[config.mk]
export PLATFORM = sky130hd
export DESIGN_NAME = cache_refill_arbiter
export DESIGN_NICKNAME = d
export VERILOG_FILES = /design/src/rtl/cache_refill_arbiter.sv
export SDC_FILE = /design/constraint.sdc
export NUM_CORES = 1
export LEC_CHECK = 0
export CORE_AREA = 3 3 117 119
export CTS_BUF_LIST = sky130_fd_sc_hd__clkbuf_8
export DETAILED_ROUTE_END_ITERATION = 16
export DIE_AREA = 0 0 120 122
export PLACE_DENSITY_LB_ADDON = 0.12
export SLEW_MARGIN = 20
export SYNTH_ARGS = -nofsm -noshare
export SYNTH_HDL_FRONTEND = slang
export SYNTH_SLANG_ARGS = --single-unit
[constraint.sdc]
create_clock -name clk -period 3.5 [get_ports clk]
set_input_delay 0.7 -clock clk [delete_from_list [all_inputs] [get_ports clk]]
set_output_delay 0.7 -clock clk [all_outputs]
set_load 0.01 [all_outputs]
[src/rtl/cache_refill_arbiter.sv]
// Arbitrates the shared main-memory port between I-cache and D-cache refills,
// with an optional dirty-line write-back ahead of a D-side fill.
module cache_refill_arbiter #(
    parameter int ADDR_W = 32,
    parameter int DATA_W = 32,
    parameter int WORDS  = 4
) (
    input  logic                     clk,
    input  logic                     reset_n,
    input  logic                     i_req,
    input  logic [ADDR_W-1:0]        i_addr,
    output logic [DATA_W-1:0]        i_rdata,
    output logic                     i_rvalid,
    output logic [$clog2(WORDS)-1:0] i_word,
    output logic                     i_done,
    input  logic                     d_req,
    input  logic [ADDR_W-1:0]        d_addr,
    input  logic                     d_dirty,
    input  logic [ADDR_W-1:0]        d_wbaddr,
    input  logic [DATA_W-1:0]        d_wdata,
    output logic [DATA_W-1:0]        d_rdata,
    output logic                     d_rvalid,
    output logic [$clog2(WORDS)-1:0] d_word,
    output logic                     d_done,
    output logic                     grant_d,
    output logic                     busy,
    output logic                     mem_req,
    output logic                     mem_we,
    output logic [ADDR_W-1:0]        mem_addr,
    output logic [DATA_W-1:0]        mem_wdata,
    input  logic [DATA_W-1:0]        mem_rdata,
    input  logic                     mem_ack
);

    localparam int                WORD_W    = $clog2(WORDS);
    localparam int                BYTE_SH   = $clog2(DATA_W / 8);
    localparam logic [ADDR_W-1:0] LINE_MASK = ~ADDR_W'(WORDS * (DATA_W / 8) - 1);
    localparam logic [WORD_W-1:0] CNT_LAST  = WORD_W'(WORDS - 1);
    localparam logic [WORD_W-1:0] CNT_ONE   = WORD_W'(1);

    typedef enum logic [1:0] {
        S_IDLE = 2'd0,
        S_WB   = 2'd1,
        S_FILL = 2'd2,
        S_DONE = 2'd3
    } state_t;

    state_t              r_state;
    state_t              w_state_nxt;
    logic [WORD_W-1:0]   r_cnt;
    logic                r_grant_d;
    logic [ADDR_W-1:0]   r_fill_base;
    logic [ADDR_W-1:0]   r_wb_base;
    logic                w_any_req;
    logic                w_pick_d;
    logic                w_last_ack;
    logic [ADDR_W-1:0]   w_off;

    // r_grant_d doubles as the round-robin history: on a tie the side that did not go last wins.
    assign w_any_req  = i_req | d_req;
    assign w_pick_d   = d_req & (~i_req | ~r_grant_d);
    assign w_last_ack = mem_ack & (r_cnt == CNT_LAST);
    assign w_off      = ADDR_W'(r_cnt) << BYTE_SH;
    assign grant_d    = r_grant_d;

    // State, word counter, grant history and latched line bases.
    always_ff @(posedge clk or negedge reset_n) begin
        if (!reset_n) begin
            r_state     <= S_IDLE;
            r_cnt       <= {WORD_W{1'b0}};
            r_grant_d   <= 1'b0;
            r_fill_base <= {ADDR_W{1'b0}};
            r_wb_base   <= {ADDR_W{1'b0}};
        end else begin
            r_state <= w_state_nxt;
            case (r_state)
                S_IDLE: begin
                    if (w_any_req) begin
                        r_grant_d   <= w_pick_d;
                        r_cnt       <= {WORD_W{1'b0}};
                        r_fill_base <= (w_pick_d ? d_addr : i_addr) & LINE_MASK;
                        r_wb_base   <= d_wbaddr & LINE_MASK;
                    end
                end
                // The counter wraps naturally, so the last write-back ack leaves it at word 0 for the fill.
                S_WB, S_FILL: begin
                    if (mem_ack) begin
                        r_cnt <= r_cnt + CNT_ONE;
                    end
                end
                default: begin
                    r_cnt <= r_cnt;
                end
            endcase
        end
    end

    // Next-state and output decode; the non-granted side always sees zeros.
    always_comb begin
        w_state_nxt = r_state;
        busy        = (r_state != S_IDLE);
        mem_req     = 1'b0;
        mem_we      = 1'b0;
        mem_addr    = {ADDR_W{1'b0}};
        mem_wdata   = {DATA_W{1'b0}};
        i_rdata     = {DATA_W{1'b0}};
        i_rvalid    = 1'b0;
        i_word      = {WORD_W{1'b0}};
        i_done      = 1'b0;
        d_rdata     = {DATA_W{1'b0}};
        d_rvalid    = 1'b0;
        d_word      = {WORD_W{1'b0}};
        d_done      = 1'b0;
        case (r_state)
            S_IDLE: begin
                if (w_any_req) begin
                    w_state_nxt = (w_pick_d && d_dirty) ? S_WB : S_FILL;
                end else begin
                    w_state_nxt = S_IDLE;
                end
            end
            S_WB: begin
                mem_req   = 1'b1;
                mem_we    = 1'b1;
                mem_addr  = r_wb_base | w_off;
                mem_wdata = d_wdata;
                d_word    = r_cnt;
                if (w_last_ack) begin
                    w_state_nxt = S_FILL;
                end else begin
                    w_state_nxt = S_WB;
                end
            end
            S_FILL: begin
                mem_req  = 1'b1;
                mem_addr = r_fill_base | w_off;
                if (r_grant_d) begin
                    d_rvalid = mem_ack;
                    d_rdata  = mem_rdata;
                    d_word   = r_cnt;
                end else begin
                    i_rvalid = mem_ack;
                    i_rdata  = mem_rdata;
                    i_word   = r_cnt;
                end
                if (w_last_ack) begin
                    w_state_nxt = S_DONE;
                end else begin
                    w_state_nxt = S_FILL;
                end
            end
            S_DONE: begin
                i_done      = ~r_grant_d;
                d_done      = r_grant_d;
                w_state_nxt = S_IDLE;
            end
            default: begin
                w_state_nxt = S_IDLE;
            end
        endcase
    end

endmodule

==> flow_summary.html, run 1 <==
<table>
<tr><th>Metric</th><th>Value</th></tr>
<tr><th colspan="2">Outcome</th></tr>
<tr><td>Outcome</td><td>finished clean</td></tr>
<tr><th colspan="2">Worst setup path</th></tr>
<tr><td>Crit path required time</td><td>roughly 2.8 ns</td></tr>
<tr><td>Critical-path maximum fanout</td><td>25</td></tr>
<tr><td>Worst setup SP type</td><td>flip-flop</td></tr>
<tr><td>WP data arrival</td><td>roughly 2.6 ns</td></tr>
<tr><td>Longest individual stage delay on the worst path</td><td>0.61 ns</td></tr>
<tr><td>Slowest cell on the critical path</td><td>clkdlybuf4s50_1</td></tr>
<tr><td>Setup CP Type</td><td>flip-flop to output port</td></tr>
<tr><td>Kind of end point of the critical path</td><td>output port</td></tr>
<tr><td>Ordered list of cells on the worst path</td><td>inv_1, ha_2, buf_4, a21oi_1, nor2_1, clkdlybuf4s50_1</td></tr>
<tr><th colspan="2">Route</th></tr>
<tr><td>Vias per inst</td><td>4.74</td></tr>
<tr><td>DR WL/cell</td><td>17.6 µm</td></tr>
<tr><td>Number of remaining DRC errors</td><td>0</td></tr>
<tr><td>Total number of vias</td><td>between 4000 and 5000</td></tr>
<tr><td>Total wire length after detailed routing</td><td>15700 µm</td></tr>
<tr><td>Antenna viol nets, final</td><td>0</td></tr>
<tr><td>First-pass DRT Iterations</td><td>4</td></tr>
<tr><td>Drt first-iter violations</td><td>about 220</td></tr>
<tr><th colspan="2">Global route</th></tr>
<tr><td>Number of antenna violations at the first check in global routing</td><td>0</td></tr>
<tr><td>Overall overflow remaining after global route</td><td>0</td></tr>
<tr><td>Pin count of the biggest net entering global routing</td><td>45</td></tr>
<tr><td>Global-route wire length before repair</td><td>between 20000 and 25000 µm</td></tr>
<tr><td>Global router's overall resource usage</td><td>approximately a fifth</td></tr>
<tr><td>Number of global-route vias before repair</td><td>4195</td></tr>
<tr><th colspan="2">STA</th></tr>
<tr><td>Max_slew headroom</td><td>between 40% and 50%</td></tr>
<tr><td>Slew at the pin closest to its max-slew limit</td><td>0.808 ns</td></tr>
<tr><td>Maximum achievable frequency</td><td>306 MHz</td></tr>
<tr><td>RSZ-0062 raised after global routing</td><td>no</td></tr>
<tr><td>Worst Clk Skew</td><td>roughly 0.0028 ns</td></tr>
<tr><td>Number of max-slew violations in the final report</td><td>0</td></tr>
<tr><td>Count of final setup violators</td><td>0</td></tr>
<tr><td>Time the final worst path needs with I/O delays and setup</td><td>3.27 ns</td></tr>
<tr><td>Crit share post-route</td><td>between 90% and 100%</td></tr>
<tr><td>Final count of hold timing violations</td><td>0</td></tr>
<tr><td>Aggregate negative setup slack</td><td>0 ns</td></tr>
<tr><th colspan="2">Clocking</th></tr>
<tr><td>TritonCTS clock tree</td><td>built</td></tr>
<tr><td>CTS root buffer</td><td>clkbuf_8</td></tr>
<tr><td>Clock buffer depth</td><td>2</td></tr>
<tr><td>Cells resized by post-CTS repair</td><td>0</td></tr>
<tr><td>Later-pin clock latency in the skew report</td><td>0.33 ns</td></tr>
<tr><td>Number of hold buffers added after CTS</td><td>0</td></tr>
<tr><td>Number of clock buffers inserted by TritonCTS</td><td>9</td></tr>
<tr><td>Clock-pin transition on the worst setup and hold timing paths</td><td>0.07 ns</td></tr>
<tr><td>Clock Sinks</td><td>just over 60</td></tr>
<tr><td>Count of H-tree levels built during CTS</td><td>3</td></tr>
<tr><td>Count of buffers added by post-CTS timing repair for setup</td><td>0</td></tr>
<tr><th colspan="2">Floorplanning</th></tr>
<tr><td>Core area</td><td>between 0.01 and 0.015 mm²</td></tr>
<tr><td>Site row count</td><td>41</td></tr>
<tr><td>Top-level I/O count</td><td>306</td></tr>
<tr><td>Vertical extent of the die</td><td>122 µm</td></tr>
<tr><td>Starting Density</td><td>30.8%</td></tr>
<tr><td>Area enclosed by the die boundary</td><td>about 0.015 mm²</td></tr>
<tr><td>Die outline width</td><td>120 µm</td></tr>
<tr><th colspan="2">Yosys</th></tr>
<tr><td>Share of synthesized registers carrying an async set or reset</td><td>100%</td></tr>
<tr><td>Most used flip-flop cell after synthesis</td><td>dfrtp_1</td></tr>
<tr><td>Number of distinct library cell variants in the gate-level netlist after synthesis</td><td>28</td></tr>
<tr><td>Top cells by area in the synthesized netlist</td><td>dfrtp_1 39%, and2_1 11%, mux2_2 7.8%</td></tr>
<tr><td>Synth area leader</td><td>dfrtp_1</td></tr>
<tr><td>Ys Warns</td><td>0</td></tr>
<tr><td>Share of the synthesized area in the top cell type</td><td>39.1%</td></tr>
<tr><td>Post-Synthesis Cell Area</td><td>0.00391 mm²</td></tr>
<tr><td>Number of flops mapped to enable cells by yosys</td><td>0</td></tr>
<tr><td>Cell count after synthesis</td><td>444</td></tr>
<tr><td>Post-synthesis average cell area</td><td>8.80 µm²</td></tr>
<tr><td>Number of register bits inferred by synthesis</td><td>61</td></tr>
<tr><td>Sequential element share of the synthesized area</td><td>39.1%</td></tr>
<tr><th colspan="2">Cells and area</th></tr>
<tr><td>Final net count</td><td>892</td></tr>
<tr><td>Fraction of layout cells with a size suffix above 1</td><td>8.46%</td></tr>
<tr><td>Antenna diode count</td><td>0</td></tr>
<tr><td>Area of all placed cells without fillers</td><td>roughly 0.007 mm²</td></tr>
<tr><td>Layout area overhead</td><td>82.2%</td></tr>
<tr><th colspan="2">Placed design</th></tr>
<tr><td>Placed standard-cell area</td><td>around 0.007 mm²</td></tr>
<tr><td>Final Wtd Congestion</td><td>0.808</td></tr>
<tr><td>Post-detailed-placement half-perimeter wirelength</td><td>12300 µm</td></tr>
<tr><td>IO Port Bufs</td><td>between 200 and 300</td></tr>
<tr><th colspan="2">Power</th></tr>
<tr><td>Fraction of power consumed by combinational cells</td><td>65.1%</td></tr>
<tr><td>Switching Fraction</td><td>38.7%</td></tr>
<tr><td>Switching power summed over all nets</td><td>2.06 mW</td></tr>
<tr><td>Power share of the clock group</td><td>between 10% and 20%</td></tr>
<tr><td>Sequential fraction of design power</td><td>between 20% and 30%</td></tr>
<tr><td>Static power due to leakage</td><td>between 2 and 3 nW</td></tr>
<tr><td>Worst supply voltage drop on vdd</td><td>0.417 mV</td></tr>
<tr><td>Internal portion of total power</td><td>roughly 3.3 mW</td></tr>
<tr><td>Power per cell area</td><td>749 mW/mm²</td></tr>
<tr><th colspan="2">Flow run</th></tr>
<tr><td>Maxcap violations</td><td>0</td></tr>
<tr><th colspan="2">Worst hold path</th></tr>
<tr><td>Kind of path behind the tightest hold check</td><td>input pin to asynchronous set/reset pin</td></tr>
</table>
layout by cell type (no fill, tap or decap), drive strengths merged, types with 11 or more instances in the layout:
cell	instances
nand2	60
mux2	29
clkbuf	11
nor2	34
and3	33
a22oi	28
a31oi	30
buf	12
and2	68
nor2b	31
dfrtp	61
clkdlybuf4s50	290
kinds of logic after synthesis:
kind of cell / synth area share [%]
other cells: 0.0960
simple gates: 30.5
fa+ha+maj: 2.88
compound gates: 12.1
buf+inv: 6.34
mux: 9.06
flops: 39.1
through the flow:
| step | std cells | worst slack (ns) | power, mW | hold slack (ns) | util [%] |
|---|---|---|---|---|---|
| after global placement | 878 | 0.584 | 4.75 | 0.490 | 54.8 |
| after global routing | 893 | 0.0429 | 5.72 | 0.502 | 56.2 |
| after detailed placement | 878 | 0.547 | 4.82 | 0.497 | 54.8 |
| final | 893 | 0.227 | 5.33 | 0.452 | 56.2 |
| after floorplan | 445 | 1.34 | 3.11 | 0.404 | - |
| after CTS | 893 | 0.165 | 5.40 | 0.462 | 56.2 |
power by group through the flow:
| stage | logic, mW | registers, mW | clock network (mW) |
|---|---|---|---|
| 2_1_floorplan | 1.88 | 1.23 | 0 |
| 3_3_place_gp | 3.46 | 1.29 | 0 |
| 3_5_place_dp | 3.50 | 1.32 | 0 |
| 4_1_cts | 3.52 | 1.30 | 0.578 |
| 5_1_grt | 3.76 | 1.35 | 0.610 |
| 6_report | 3.47 | 1.31 | 0.554 |
registers in the layout (all words and copies together), names as in the netlist:
name / flops
r_wb_base: 28
r_state: 2
r_cnt: 2
r_fill_base: 28
grant_d: 1
synthesized netlist by cell type (all sizes together), types with 2 or more instances:
cell type	instances
a21oi	2
a22oi	28
a31oi	30
and2	68
and3	33
buf	20
clkbuf	21
dfrtp	61
ha	9
inv	6
mux2	29
mux2i	2
nand2	60
nor2	34
nor2b	31
o21ai	2
worst max-delay path: cells and delay by family, from the launching register on:
kind | cells | cell delay [ns]
adder cells (fa/ha/maj) | 1 | 0.44
AND/OR/NAND/NOR | 1 | 0.14
AO/OA/AOI/OAI | 1 | 0.13
buffers and inverters | 3 | 1.10
flip-flops | 1 | 0.43
area by class of cell:
type	instances	area, µm²
timing repair buffer	302	3030
sequential	61	1530
multi-input combinational	337	2150
inverter	6	22.5
clock buffer	11	151
clock inverter	4	25.0
fill	1200	5560
tap	172	215
layer usage:
layer  routed length, µm  vias to the layer above  GRT usage [%]
met3                1080                       18           5.01
li1                    -                     2043              -
met1                6310                     2003           24.5
met5                   0                        -              0
met4                 285                        0           6.94
met2                8030                      168           36.4
final timing paths:
| path | from | endpoint | slack (ns) | cells past startpoint |
|---|---|---|---|---|
| setup / recovery | r_state[0]$_DFF_PN0_ | d_word[1] | 0.23 | 6 |
| hold / removal | reset_n | r_wb_base[28]$_DFFE_PN0P_ | 0.45 | 1 |
| setup reg to reg | r_state[1]$_DFF_PN0_ | r_wb_base[25]$_DFFE_PN0P_ | 1.45 | 5 |
| hold reg to reg | r_wb_base[16]$_DFFE_PN0P_ | r_wb_base[16]$_DFFE_PN0P_ | 0.51 | 1 |
| max in group asynchronous | reset_n | r_fill_base[24]$_DFFE_PN0P_ | 2.18 | 2 |
| min in group clk | r_wb_base[16]$_DFFE_PN0P_ | r_wb_base[16]$_DFFE_PN0P_ | 0.51 | 1 |
Note: power is estimated with default switching activity, not from simulation.
==> inputs of run 2 (changes only) <==
PLACE_DENSITY = 0.8   (was not set)
PLACE_DENSITY_LB_ADDON = not set   (was 0.12)
==> run 2 against run 1 <==
Against the previous run:
- die area stayed put
- global-route usage increased by 1.1 points
- largest cell class unchanged
- cell count fell by 0.45%
==> flow_summary.html, run 2 (synthesized netlist as in run 1, its figures left out) <==
<table>
<tr><th>Metric</th><th>Value</th></tr>
<tr><th colspan="2">Outcome</th></tr>
<tr><td>Outcome</td><td>finished clean</td></tr>
<tr><th colspan="2">Cells and area</th></tr>
<tr><td>Highest-count cells in the layout ignoring fill and taps</td><td>290 x clkdlybuf4s50_1, 68 x and2_1, 61 x dfrtp_1</td></tr>
<tr><td>Final net count</td><td>890</td></tr>
<tr><td>Biggest regs</td><td>r_fill_base x28, r_wb_base x28</td></tr>
<tr><td>Final Util</td><td>a little under three fifths</td></tr>
<tr><td>Layout area overhead</td><td>80.9%</td></tr>
<tr><td>Number of standard cells in the layout, taps in and fillers out</td><td>about 900</td></tr>
<tr><td>Fraction of layout cells with a size suffix above 1</td><td>8.23%</td></tr>
<tr><td>Most common library cell in the layout ignoring fill and taps</td><td>clkdlybuf4s50_1</td></tr>
<tr><td>Antenna diode count</td><td>0</td></tr>
<tr><th colspan="2">STA</th></tr>
<tr><td>Worst Clk Skew</td><td>0.00484 ns</td></tr>
<tr><td>Number of max-slew violations in the final report</td><td>0</td></tr>
<tr><td>Aggregate negative setup slack</td><td>0 ns</td></tr>
<tr><td>Count of final setup violators</td><td>0</td></tr>
<tr><td>Crit share post-route</td><td>91.7%</td></tr>
<tr><td>RSZ-0062 raised after global routing</td><td>no</td></tr>
<tr><td>Time the final worst path needs with I/O delays and setup</td><td>between 3 and 4 ns</td></tr>
<tr><td>Slew at the pin closest to its max-slew limit</td><td>0.806 ns</td></tr>
<tr><td>Maximum achievable frequency</td><td>around 310 MHz</td></tr>
<tr><td>Max_slew headroom</td><td>46.3%</td></tr>
<tr><td>Final count of hold timing violations</td><td>0</td></tr>
<tr><td>Min setup slack post-route</td><td>a little under 0.3 ns</td></tr>
<tr><th colspan="2">Floorplanning</th></tr>
<tr><td>Top-level I/O count</td><td>306</td></tr>
<tr><td>Starting Density</td><td>30.8%</td></tr>
<tr><td>Site row count</td><td>41</td></tr>
<tr><td>Vertical extent of the die</td><td>122 µm</td></tr>
<tr><td>Area enclosed by the die boundary</td><td>0.0146 mm²</td></tr>
<tr><td>Core area</td><td>~0.013 mm²</td></tr>
<tr><td>Die outline width</td><td>120 µm</td></tr>
<tr><th colspan="2">Clocking</th></tr>
<tr><td>TritonCTS clock tree</td><td>built</td></tr>
<tr><td>Clock buffer depth</td><td>2</td></tr>
<tr><td>CTS root buffer</td><td>clkbuf_8</td></tr>
<tr><td>Count of H-tree levels built during CTS</td><td>3</td></tr>
<tr><td>Clock-pin transition on the worst setup and hold timing paths</td><td>around 0.070 ns</td></tr>
<tr><td>Number of hold buffers added after CTS</td><td>0</td></tr>
<tr><td>Clock Sinks</td><td>61</td></tr>
<tr><td>Number of clock buffers inserted by TritonCTS</td><td>9</td></tr>
<tr><td>Later-pin clock latency in the skew report</td><td>roughly 0.33 ns</td></tr>
<tr><th colspan="2">Worst setup path</th></tr>
<tr><td>Startpoint of the most critical setup path</td><td>r_state[0]$_DFF_PN0_</td></tr>
<tr><td>Worst setup SP type</td><td>flip-flop</td></tr>
<tr><td>Critical-path maximum fanout</td><td>19</td></tr>
<tr><td>WP data arrival</td><td>2.51 ns</td></tr>
<tr><td>Reg-to-reg slack, setup</td><td>between 1 and 1.5 ns</td></tr>
<tr><td>Kind of end point of the critical path</td><td>output port</td></tr>
<tr><td>Worst reg2reg path startpoint</td><td>r_state[0]$_DFF_PN0_</td></tr>
<tr><td>Setup CP Type</td><td>flip-flop to output port</td></tr>
<tr><td>RR Endpoint</td><td>r_wb_base[24]$_DFFE_PN0P_</td></tr>
<tr><td>Crit path required time</td><td>about 2.8 ns</td></tr>
<tr><td>Worst setup path end</td><td>mem_addr[31]</td></tr>
<tr><td>Cells on worst reg2reg path</td><td>5</td></tr>
<tr><th colspan="2">Power</th></tr>
<tr><td>Worst supply voltage drop on vdd</td><td>slightly above 0.4 mV</td></tr>
<tr><td>Power share of the clock group</td><td>10.0%</td></tr>
<tr><td>Sequential fraction of design power</td><td>24.3%</td></tr>
<tr><td>Fraction of power consumed by combinational cells</td><td>65.7%</td></tr>
<tr><td>Switching power summed over all nets</td><td>2.09 mW</td></tr>
<tr><td>Static power due to leakage</td><td>2.89 nW</td></tr>
<tr><td>Switching Fraction</td><td>approximately 40%</td></tr>
<tr><td>Total power consumption of the routed design</td><td>5.30 mW</td></tr>
<tr><td>Power per cell area</td><td>750 mW/mm²</td></tr>
<tr><td>Internal portion of total power</td><td>roughly 3.2 mW</td></tr>
<tr><th colspan="2">Placed design</th></tr>
<tr><td>Final Wtd Congestion</td><td>0.836</td></tr>
<tr><td>IO Port Bufs</td><td>291</td></tr>
<tr><td>Pre-CTS worst setup slack</td><td>0.424 ns</td></tr>
<tr><td>Post-detailed-placement half-perimeter wirelength</td><td>around 13000 µm</td></tr>
<tr><td>Instance count after placement with tap cells included</td><td>876</td></tr>
<tr><th colspan="2">Global route</th></tr>
<tr><td>Pin count of the biggest net entering global routing</td><td>62</td></tr>
<tr><td>Global router's overall resource usage</td><td>21.7%</td></tr>
<tr><td>Global-route wire length before repair</td><td>24600 µm</td></tr>
<tr><td>Overall overflow remaining after global route</td><td>0</td></tr>
<tr><td>Number of global-route vias before repair</td><td>4391</td></tr>
<tr><td>Number of antenna violations at the first check in global routing</td><td>0</td></tr>
<tr><th colspan="2">Route</th></tr>
<tr><td>Drt first-iter violations</td><td>238</td></tr>
<tr><td>Total number of vias</td><td>4254</td></tr>
<tr><td>Antenna viol nets, final</td><td>0</td></tr>
<tr><td>Total wire length after detailed routing</td><td>16500 µm</td></tr>
<tr><td>DR WL/cell</td><td>18.6 µm</td></tr>
<tr><td>First-pass DRT Iterations</td><td>4</td></tr>
<tr><td>Vias per inst</td><td>around 4.8</td></tr>
<tr><td>Number of remaining DRC errors</td><td>0</td></tr>
<tr><th colspan="2">Worst hold path</th></tr>
<tr><td>Kind of path behind the tightest hold check</td><td>flip-flop to flip-flop</td></tr>
<tr><th colspan="2">Flow run</th></tr>
<tr><td>Maxcap violations</td><td>0</td></tr>
</table>
## run 2: cell types whose count changed in the layout (fill, tap and decap cells not counted), sizes merged
| cell | change |
|---|---|
| buf | -2 |
| inv | -1 |
| clkinvlp | -1 |
| clkbuf | -1 |
| clkinv | +1 |
## run 2: power by group through the flow
stage	registers, mW	clock network (mW)	logic [mW]
3_5_place_dp	1.30	0	3.50
2_1_floorplan	1.23	0	1.88
6_report	1.29	0.530	3.48
4_1_cts	1.29	0.546	3.52
3_3_place_gp	1.27	0	3.43
5_1_grt	1.33	0.573	3.76
## run 2: critical path, cell delays in order, from the launching register on
cell and delay [ns]:
dfrtp_1 0.43, inv_1 0.12, ha_2 0.60, buf_4 0.29, nor2b_1 0.18, clkdlybuf4s50_1 0.55
## run 2: through the flow
| stage | hold WS [ns] | area (µm²) |
|---|---|---|
| 3_3_place_gp | 0.489 | 6910 |
| 6_report | 0.508 | 7070 |
| 5_1_grt | 0.527 | 7070 |
| 3_5_place_dp | 0.498 | 6910 |
| 2_1_floorplan | 0.404 | 3910 |
| 4_1_cts | 0.513 | 7060 |
## run 2: area by class of cell
class                   instances  area [µm²]
flip-flops and latches         61        1530
clock buffers                  10         138
clock inverters                 3        15.0
well taps                     172         215
multi-input cells             337        2150
fillers                      1123        5600
repair buffers                300        3000
inverters                       6        22.5
## run 2: per-layer routing
layer  part of all wire [%]  GRT usage, %  up-vias
li1                       -             -     2029
met1                     38          25.2     2002
met2                     49          37.0      195
met3                    8.9          6.96       28
met4                    3.7          9.23        0
met5                      0             0        -
## run 2: what timing repair did
action | in CTS | in global routing
buffers inserted | 0 | 0
resized for setup | 0 | 1
endpoints found under the setup margin | 0 | 16
## run 2: how the worst min path moves through the flow
stage / start / end / slack (ns) / cells past startpoint
global route: r_wb_base[23]$_DFFE_PN0P_ / r_wb_base[23]$_DFFE_PN0P_ / 0.53 / 1
detailed placement: r_wb_base[24]$_DFFE_PN0P_ / r_wb_base[24]$_DFFE_PN0P_ / 0.50 / 1
floorplan: reset_n / grant_d$_DFFE_PN0P_ / 0.40 / 0
finish: r_wb_base[17]$_DFFE_PN0P_ / r_wb_base[17]$_DFFE_PN0P_ / 0.51 / 1
global placement: r_wb_base[17]$_DFFE_PN0P_ / r_wb_base[17]$_DFFE_PN0P_ / 0.49 / 1
CTS: r_wb_base[24]$_DFFE_PN0P_ / r_wb_base[24]$_DFFE_PN0P_ / 0.51 / 1
==> inputs of run 3 (changes only) <==
CORE_AREA = not set   (was 3 3 117 119)
CORE_MARGIN = 2   (was not set)
CORE_UTILIZATION = 30   (was not set)
DIE_AREA = not set   (was 0 0 120 122)
==> run 3 against run 2 <==
Against the previous run:
- clock skew increased by 0.0078 ns
- largest power group unchanged
- count of clock-buffer cells in the layout is 1 lower
- highest routed layer unchanged
- largest cell class unchanged
- core utilization is 0.51 points higher
- hold slack improved by 0.0039 ns
- worst setup slack better by 0.0058 ns
==> flow_summary.html, run 3 (synthesized netlist as in run 1, its figures left out) <==
<table>
<tr><th>Metric</th><th>Value</th></tr>
<tr><th colspan="2">Outcome</th></tr>
<tr><td>Outcome</td><td>finished clean</td></tr>
<tr><th colspan="2">STA</th></tr>
<tr><td>Crit share post-route</td><td>91.5%</td></tr>
<tr><td>RSZ-0062 raised after global routing</td><td>no</td></tr>
<tr><td>Worst Clk Skew</td><td>0.0126 ns</td></tr>
<tr><td>Min setup slack post-route</td><td>approximately 0.30 ns</td></tr>
<tr><td>Number of max-slew violations in the final report</td><td>0</td></tr>
<tr><td>Max_slew headroom</td><td>between 40% and 50%</td></tr>
<tr><td>Slew at the pin closest to its max-slew limit</td><td>0.814 ns</td></tr>
<tr><td>Count of final setup violators</td><td>0</td></tr>
<tr><td>Final count of hold timing violations</td><td>0</td></tr>
<tr><td>Time the final worst path needs with I/O delays and setup</td><td>between 3 and 4 ns</td></tr>
<tr><td>Maximum achievable frequency</td><td>around 310 MHz</td></tr>
<tr><td>Aggregate negative setup slack</td><td>0 ns</td></tr>
<tr><th colspan="2">Route</th></tr>
<tr><td>Total number of vias</td><td>4309</td></tr>
<tr><td>Antenna viol nets, final</td><td>0</td></tr>
<tr><td>Routed length on met2</td><td>8260 µm</td></tr>
<tr><td>Drt first-iter violations</td><td>208</td></tr>
<tr><td>Number of remaining DRC errors</td><td>0</td></tr>
<tr><td>First-pass DRT Iterations</td><td>4</td></tr>
<tr><td>DR WL/cell</td><td>17.8 µm</td></tr>
<tr><td>Total wire length after detailed routing</td><td>15900 µm</td></tr>
<tr><td>Highest routing layer actually used</td><td>met4</td></tr>
<tr><td>M1 wire length</td><td>6410 µm</td></tr>
<tr><td>Vias per inst</td><td>4.81</td></tr>
<tr><td>Detailed route wirelength on metal3</td><td>987 µm</td></tr>
<tr><th colspan="2">Worst setup path</th></tr>
<tr><td>Crit. path cell count</td><td>6</td></tr>
<tr><td>Number of buffer and inverter stages on the critical path</td><td>3</td></tr>
<tr><td>Dominant delay contributor by cell family on the critical path</td><td>buffers and inverters</td></tr>
<tr><td>Setup CP Type</td><td>flip-flop to output port</td></tr>
<tr><td>Cells on worst reg2reg path</td><td>4</td></tr>
<tr><td>Worst setup SP type</td><td>flip-flop</td></tr>
<tr><td>Crit path required time</td><td>2.80 ns</td></tr>
<tr><td>WP data arrival</td><td>around 2.5 ns</td></tr>
<tr><td>Critical-path maximum fanout</td><td>44</td></tr>
<tr><td>Kind of end point of the critical path</td><td>output port</td></tr>
<tr><td>Slowest cell on the critical path</td><td>clkdlybuf4s50_1</td></tr>
<tr><td>Longest individual stage delay on the worst path</td><td>0.56 ns</td></tr>
<tr><td>Ordered list of cells on the worst path</td><td>inv_1, ha_2, buf_12, a22oi_1, nor2b_1, clkdlybuf4s50_1</td></tr>
<tr><th colspan="2">Worst hold path</th></tr>
<tr><td>Kind of path behind the tightest hold check</td><td>input pin to asynchronous set/reset pin</td></tr>
<tr><th colspan="2">Clocking</th></tr>
<tr><td>Number of clock buffers inserted by TritonCTS</td><td>9</td></tr>
<tr><td>Count of H-tree levels built during CTS</td><td>3</td></tr>
<tr><td>Clock-pin transition on the worst setup and hold timing paths</td><td>around 0.080 ns</td></tr>
<tr><td>Count of buffers added by post-CTS timing repair for setup</td><td>0</td></tr>
<tr><td>Number of hold buffers added after CTS</td><td>0</td></tr>
<tr><td>Clock buffer depth</td><td>2</td></tr>
<tr><td>Later-pin clock latency in the skew report</td><td>between 0.3 and 0.4 ns</td></tr>
<tr><td>TritonCTS clock tree</td><td>built</td></tr>
<tr><td>CTS root buffer</td><td>clkbuf_8</td></tr>
<tr><td>Clock Sinks</td><td>61</td></tr>
<tr><td>Cells resized by post-CTS repair</td><td>0</td></tr>
<tr><th colspan="2">Floorplanning</th></tr>
<tr><td>Starting Density</td><td>30.8%</td></tr>
<tr><td>Vertical extent of the die</td><td>118 µm</td></tr>
<tr><td>Core area</td><td>0.0127 mm²</td></tr>
<tr><td>Site row count</td><td>41</td></tr>
<tr><td>Die outline width</td><td>118 µm</td></tr>
<tr><td>Area enclosed by the die boundary</td><td>0.0140 mm²</td></tr>
<tr><td>Top-level I/O count</td><td>306</td></tr>
<tr><th colspan="2">Global route</th></tr>
<tr><td>Number of global-route vias before repair</td><td>approximately 4300</td></tr>
<tr><td>Global router's overall resource usage</td><td>21.7%</td></tr>
<tr><td>Number of antenna violations at the first check in global routing</td><td>0</td></tr>
<tr><td>Overall overflow remaining after global route</td><td>0</td></tr>
<tr><td>Pin count of the biggest net entering global routing</td><td>between 60 and 70</td></tr>
<tr><td>Global-route wire length before repair</td><td>23900 µm</td></tr>
<tr><th colspan="2">Power</th></tr>
<tr><td>Power per cell area</td><td>759 mW/mm²</td></tr>
<tr><td>Static power due to leakage</td><td>2.93 nW</td></tr>
<tr><td>Worst supply voltage drop on vdd</td><td>0.415 mV</td></tr>
<tr><th colspan="2">Cells and area</th></tr>
<tr><td>Final-layout fill cell count</td><td>1131</td></tr>
<tr><td>Fraction of layout cells with a size suffix above 1</td><td>8.85%</td></tr>
<tr><td>Highest-count cells in the layout ignoring fill and taps</td><td>290 x clkdlybuf4s50_1, 68 x and2_1, 61 x dfrtp_1</td></tr>
<tr><td>Antenna diode count</td><td>0</td></tr>
<tr><td>Final net count</td><td>893</td></tr>
<tr><td>Biggest regs</td><td>r_fill_base x28, r_wb_base x28</td></tr>
<tr><td>Layout area overhead</td><td>82.6%</td></tr>
<tr><td>Most common library cell in the layout ignoring fill and taps</td><td>clkdlybuf4s50_1</td></tr>
<tr><th colspan="2">Placed design</th></tr>
<tr><td>Pre-CTS worst setup slack</td><td>between 0.6 and 0.7 ns</td></tr>
<tr><td>Post-detailed-placement half-perimeter wirelength</td><td>12300 µm</td></tr>
<tr><td>IO Port Bufs</td><td>291</td></tr>
<tr><td>Final Wtd Congestion</td><td>0.864</td></tr>
<tr><th colspan="2">Flow run</th></tr>
<tr><td>Maxcap violations</td><td>0</td></tr>
</table>
[run 3: final cells by class]
| type | instances | area (µm²) | area share (%) |
|---|---|---|---|
| Sequential cell | 61 | 1530 | 21.4 |
| Inverter | 6 | 22.5 | 0.316 |
| Clock inverter | 7 | 73.8 | 1.04 |
| Timing Repair Buffer | 303 | 3020 | 42.4 |
| Multi-Input combinational cell | 337 | 2150 | 30.1 |
| Clock buffer | 9 | 124 | 1.74 |
| Tap cell | 172 | 215 | 3.02 |
[run 3: per-stage QoR]
stage	cells	hold slack [ns]	util, %	instance area (µm²)	total power [mW]
2_1_floorplan	445	0.404	-	3910	3.11
3_5_place_dp	879	0.497	54.7	6930	4.80
4_1_cts	895	0.512	56.3	7130	5.46
6_report	895	0.512	56.3	7130	5.41
3_3_place_gp	879	0.491	54.7	6930	4.71
5_1_grt	895	0.520	56.3	7130	5.77
[run 3: metal layers]
layer / vias to the layer above / GRT usage, %
met2: 181 / 40.1
met1: 2070 / 25.3
met5: - / 0
met3: 14 / 4.75
li1: 2044 / -
met4: 0 / 5.42
[run 3: worst paths after layout]
kind,from,end,slack [ns]
max,r_state[1]$_DFF_PN0_,mem_addr[29],0.30
min,reset_n,r_fill_base[27]$_DFFE_PN0P_,0.51
max reg2reg,grant_d$_DFFE_PN0P_,r_fill_base[9]$_DFFE_PN0P_,1.42
min reg2reg,r_wb_base[20]$_DFFE_PN0P_,r_wb_base[20]$_DFFE_PN0P_,0.51
max in group asynchronous,reset_n,r_wb_base[30]$_DFFE_PN0P_,2.42
min in group clk,r_wb_base[20]$_DFFE_PN0P_,r_wb_base[20]$_DFFE_PN0P_,0.51
[run 3: where the power goes]
part / switching, mW / internal (mW)
logic: 1.57 / 1.89
registers: 0.249 / 1.07
clock network: 0.308 / 0.331
total: 2.13 / 3.29
